<file path="src/rtl/johnson_phase_monitor.sv">
// Checks a 4-bit Johnson counter state against the legal 8-state walk.
// Decodes the state into a one-hot phase and an index, counts revolutions and flags sequence errors.
module johnson_phase_monitor #(
  parameter int unsigned LOCK_COUNT = 4,
  parameter int unsigned REV_W      = 8
) (
  input  logic             clk,
  input  logic             rst,
  input  logic             en,
  input  logic [3:0]       jc,
  input  logic             clr_err,
  output logic [7:0]       phase,
  output logic [2:0]       phase_idx,
  output logic             locked,
  output logic             err,
  output logic             err_sticky,
  output logic [REV_W-1:0] rev_cnt,
  output logic             rev_tick
);

  localparam int unsigned CW = 4;
  localparam int unsigned IW = 3;
  localparam int unsigned PW = 8;

  typedef enum logic [1:0] {
    S_SEARCH = 2'd0,
    S_TRACK  = 2'd1,
    S_LOCKED = 2'd2
  } state_t;

  state_t          r_state;
  state_t          w_state_nxt;
  logic [CW-1:0]   r_prev;
  logic [CW-1:0]   w_prev_nxt;
  logic [CW-1:0]   r_good_cnt;
  logic [CW-1:0]   w_good_nxt;
  logic [CW-1:0]   w_good_inc;
  logic [CW-1:0]   w_succ;
  logic            w_legal;
  logic            w_match;
  logic [IW-1:0]   w_idx;
  logic [IW-1:0]   w_idx_nxt;
  logic            w_locked_nxt;
  logic            w_err_nxt;
  logic            w_sticky_nxt;
  logic [REV_W-1:0] w_rev_nxt;
  logic            w_tick_nxt;
  logic [PW-1:0]   w_phase_nxt;

  // Legal-code decoder
  always_comb begin
    w_legal = 1'b1;
    w_idx   = IW'(0);
    case (jc)
      4'b0000: w_idx = IW'(0);
      4'b0001: w_idx = IW'(1);
      4'b0011: w_idx = IW'(2);
      4'b0111: w_idx = IW'(3);
      4'b1111: w_idx = IW'(4);
      4'b1110: w_idx = IW'(5);
      4'b1100: w_idx = IW'(6);
      4'b1000: w_idx = IW'(7);
      default: w_legal = 1'b0;
    endcase
  end

  // The successor of a legal code is itself legal, so a match implies legality
  assign w_succ     = {r_prev[2:0], ~r_prev[3]};
  assign w_match    = (jc == w_succ);
  assign w_good_inc = CW'(r_good_cnt + CW'(1));

  // Next-state and next-output logic
  always_comb begin
    w_state_nxt = r_state;
    w_prev_nxt  = r_prev;
    w_good_nxt  = r_good_cnt;
    w_idx_nxt   = phase_idx;
    w_err_nxt   = 1'b0;
    w_tick_nxt  = 1'b0;
    w_rev_nxt   = rev_cnt;
    if (en) begin
      if (w_legal) w_idx_nxt = w_idx;
      case (r_state)
        S_SEARCH: begin
          if (w_legal) begin
            w_state_nxt = S_TRACK;
            w_prev_nxt  = jc;
            w_good_nxt  = CW'(1);
          end
        end
        S_TRACK, S_LOCKED: begin
          if (w_match) begin
            w_prev_nxt = jc;
            if (r_state == S_TRACK) begin
              w_good_nxt = w_good_inc;
              if (w_good_inc == CW'(LOCK_COUNT)) w_state_nxt = S_LOCKED;
            end else if (r_prev == 4'b1000) begin
              w_rev_nxt  = REV_W'(rev_cnt + REV_W'(1));
              w_tick_nxt = 1'b1;
            end
          end else begin
            w_err_nxt = 1'b1;
            if (w_legal) begin
              w_state_nxt = S_TRACK;
              w_prev_nxt  = jc;
              w_good_nxt  = CW'(1);
            end else begin
              w_state_nxt = S_SEARCH;
              w_good_nxt  = CW'(0);
            end
          end
        end
        default: begin
          w_state_nxt = S_SEARCH;
          w_good_nxt  = CW'(0);
        end
      endcase
    end
    // A new error wins over a simultaneous clear
    w_sticky_nxt = w_err_nxt | (err_sticky & ~clr_err);
    w_locked_nxt = (w_state_nxt == S_LOCKED);
    w_phase_nxt  = w_locked_nxt ? (PW'(1) << w_idx_nxt) : PW'(0);
  end

  // State and output registers
  always_ff @(posedge clk) begin
    if (!rst) begin
      r_state    <= S_SEARCH;
      r_prev     <= CW'(0);
      r_good_cnt <= CW'(0);
      phase      <= PW'(0);
      phase_idx  <= IW'(0);
      locked     <= 1'b0;
      err        <= 1'b0;
      err_sticky <= 1'b0;
      rev_cnt    <= REV_W'(0);
      rev_tick   <= 1'b0;
    end else begin
      r_state    <= w_state_nxt;
      r_prev     <= w_prev_nxt;
      r_good_cnt <= w_good_nxt;
      phase      <= w_phase_nxt;
      phase_idx  <= w_idx_nxt;
      locked     <= w_locked_nxt;
      err        <= w_err_nxt;
      err_sticky <= w_sticky_nxt;
      rev_cnt    <= w_rev_nxt;
      rev_tick   <= w_tick_nxt;
    end
  end

endmodule

</file>
<file path="config.mk">
export PLATFORM = sky130hd
export DESIGN_NAME = johnson_phase_monitor
export DESIGN_NICKNAME = d
export VERILOG_FILES = /design/src/rtl/johnson_phase_monitor.sv
export SDC_FILE = /design/constraint.sdc
export NUM_CORES = 1
export LEC_CHECK = 0
export BUFFER_PORTS_ARGS = -buffer_cell sky130_fd_sc_hd__buf_2
export CAP_MARGIN = 0
export CORE_MARGIN = 2
export CORE_UTILIZATION = 45
export DETAILED_ROUTE_END_ITERATION = 10
export PLACE_DENSITY = 0.66
export SETUP_SLACK_MARGIN = 0.05
export SLEW_MARGIN = 20
export SYNTH_ARGS = -nofsm -noshare
export SYNTH_HDL_FRONTEND = slang
export SYNTH_SLANG_ARGS = --single-unit
</file>
<file path="constraint.sdc">
create_clock -name clk -period 3.93 [get_ports clk]
set_input_delay 0.5895 -clock clk [delete_from_list [all_inputs] [get_ports clk]]
set_output_delay 0.5895 -clock clk [all_outputs]
set_load 0.05 [all_outputs]
</file>
==> summary.md <==
| Metric | Value |
|---|---|
| Final Skew | `6.61 ps` |
| Tot GR Track Use | `0.193` |
| IO Pins | `31` |
| Setup WS pre-CTS | `1390 ps` |
| Placed instance area | `1930 um2` |
| Std-Cell Rows | `22` |
| Ys flop type | `dfxtp_1` |
| FF/Latch Area | `661 um2` |
| CP Data Required Time | `4130 ps` |
| Post-DP HPWL | `2700 um` |
| Setup ws final | `1680 ps` |
| Setup TNS | `0 ps` |
| RSZ-0062 raised after global routing | `false` |
| Kind of end point of the critical path | `register` |
| Critical Path End | `r_good_cnt[3]` |
| Multi-input gate area | `1020 um2` |
| Worst min-delay path category | `reg -> reg` |
| Pwr/cell area | `351 nW/um2` |
| Avg Inst Size Synth | `9.14 um2` |
| Reg2reg setup slack | `1690 ps` |
| Final Max Slew Viols | `0` |
| Number of synthesized flops with an enable pin | `0` |
| Final setup vio count | `0` |
| First-pass GRT wire length | `6430 um` |
| CTS buffer count | `5` |
| # diodes | `0` |
| Synthesized Nets | `209` |
| Routability Congestion | `0.813` |
| Core Region | `3740 um2` |
| Total of warnings raised by yosys | `0` |
| Hold depth | `2` |
| Peak supply drop | `0.301 mV` |
| # fillers | `371` |
| Startpoint types | `input pin` |
| Fraction of layout instances using a drive strength above 1 | `0.240` |
| Reg2Reg Depth | `7` |
| Number of max-cap violations | `0` |
| Die X | `66.9 um` |
| Average wire per standard cell | `13.9 um` |
| Most common cell after layout, fill and taps aside | `dfxtp_1` |
| Fin crit share | `0.573` |
| Sink Count | `33` |
| Sequential area share after synthesis | `0.371` |
| Post-synth ARST share | `0` |
| Critical path origin | `jc[3]` |
| Number of DRC markers in iteration 0 | `57` |
| Number of iterations in the first detailed-routing pass | `4` |
| Initial core utilization | `0.476` |
| Detail Route Antenna Nets | `0` |
| # DRC | `0` |
| P&R area growth vs syn | `13.1%` |
| Vias per cell | `5.52` |
| Die H | `66.9 um` |
| Htree depth | `2` |
| Largest net degree at the start of global routing | `19` |
| Final wirelength | `3750 um` |
| Yosys reg bits | `33` |
| TritonCTS clock tree | `yes` |
| Gate Count Post-Synth | `195` |
| Setup Fix Bufs, Post-CTS | `0` |
| Post-route cell area | `2020 um2` |
| Worst-Skew Late Latency | `290 ps` |
| Reg2Reg Launch Point | `r_state[0]` |
| Fin. Hold Viols | `0` |
| Mapped Area | `1780 um2` |
| Final worst path period need | `2250 ps` |
| Clk Tree Root Cell | `clkbuf_8` |
| Slew @ Worst Pin | `572 ps` |
| Die ar. | `4480 um2` |
| Vias in the first global route | `1,364` |
| Critical R2R Capture | `rev_cnt[5]` |
| Vias | `1,486` |
| Clk slew on worst S/H paths | `70 ps` |
| Nets | `235` |
| Outcome | `finished clean` |
| PortBufs | `30` |
| Clock Tree Buf Depth | `2` |
| Leak | `0.000820 uW` |
| Max_slew headroom | `0.617` |
| Hold buffer count at cts | `0` |
| WS Path Type | `in -> reg` |
| Initial antenna violation count | `0` |
| Total global routing overflow | `0` |
| Worst-path fanout max | `12` |
| Commonest non-fill, non-tap cells in the layout | `dfxtp_1, buf_2, nand2_1, a21oi_1` |
| Post-CTS sizing | `0` |
| Critical path data arrival time | `2450 ps` |
| Max Freq | `444 MHz` |
| Yosys cell types | `56` |
## synthesized netlist by cell type (all sizes together), types with 4 or more instances
cell / count / area, um2
xnor2: 7 / 61.3
nor2: 8 / 30.0
nand3: 10 / 50.1
and2: 7 / 43.8
or2: 5 / 33.8
nand4: 5 / 46.3
o211ai: 4 / 35.0
inv: 8 / 30.0
o21ai: 11 / 55.1
clkbuf: 6 / 22.5
xor2: 4 / 35.0
buf: 5 / 43.8
a21oi: 13 / 76.3
nand2: 16 / 60.1
dfxtp: 33 / 661
nor4: 9 / 56.3
ha: 6 / 75.1
## per-stage QoR
stage | hold WS (ps) | power [uW] | util | instances
2_1_floorplan | 474 | 436 | - | 195
3_3_place_gp | 458 | 454 | 0.514 | 262
3_5_place_dp | 472 | 455 | 0.514 | 262
4_1_cts | 478 | 716 | 0.538 | 269
5_1_grt | 474 | 742 | 0.538 | 269
6_report | 479 | 707 | 0.538 | 269
## critical path: stages
cell and delay, ps:
buf_2 220, xnor2_1 170, and4_1 500, and2_1 240, or4b_4 480, o32ai_2 240
## routing by layer
metal	routed length [um]	share of wire	up-vias	global-route usage
met3	191	0.051	4	0.0507
met1	1790	0.48	683	0.255
met5	0	0	-	0
li1	-	-	764	-
met4	42	0.011	0	0.0842
met2	1720	0.46	35	0.294
## registers in the layout, indices dropped and copies added (netlist names)
| name | count |
|---|---|
| phase | 8 |
| rev_cnt | 8 |
| r_good_cnt | 4 |
| r_prev | 4 |
| phase_idx | 3 |
| r_state | 2 |
| err | 1 |
| err_sticky | 1 |
| locked | 1 |
| rev_tick | 1 |
## report_power, final
group          internal, uW  leakage (uW)  total [uW]  switching, uW
Combinational          34.0      0.000510        99.3           65.3
Clock                   138     0.0000433         259            121
Sequential              341      0.000267         348           6.93
## worst min path at each step
stage                          start          to
after floorplan            r_prev[3]   r_prev[3]
after global placement    rev_cnt[7]  rev_cnt[7]
after detailed placement  err_sticky  err_sticky
after CTS                    clr_err  err_sticky
after global routing         clr_err  err_sticky
final                     err_sticky  err_sticky
## cell families after synthesis
group | Yosys count | share of synthesized area
AND/OR/NAND/NOR | 77 | 0.261
AO/OA/AOI/OAI | 48 | 0.212
flip-flops | 33 | 0.371
buffers and inverters | 19 | 0.0541
XOR/XNOR | 11 | 0.0541
adder cells (fa/ha/maj) | 6 | 0.0421
multiplexers | 1 | 0.00562
## area by class of cell
type,count,area share
Multi-Input combinational cell,143,0.508
Sequential cell,33,0.328
Timing Repair Buffer,30,0.0745
Clock buffer,6,0.0410
Tap cell,48,0.0298
Inverter,8,0.0149
Clock inverter,1,0.00372
(Power assumes the default switching activity.)
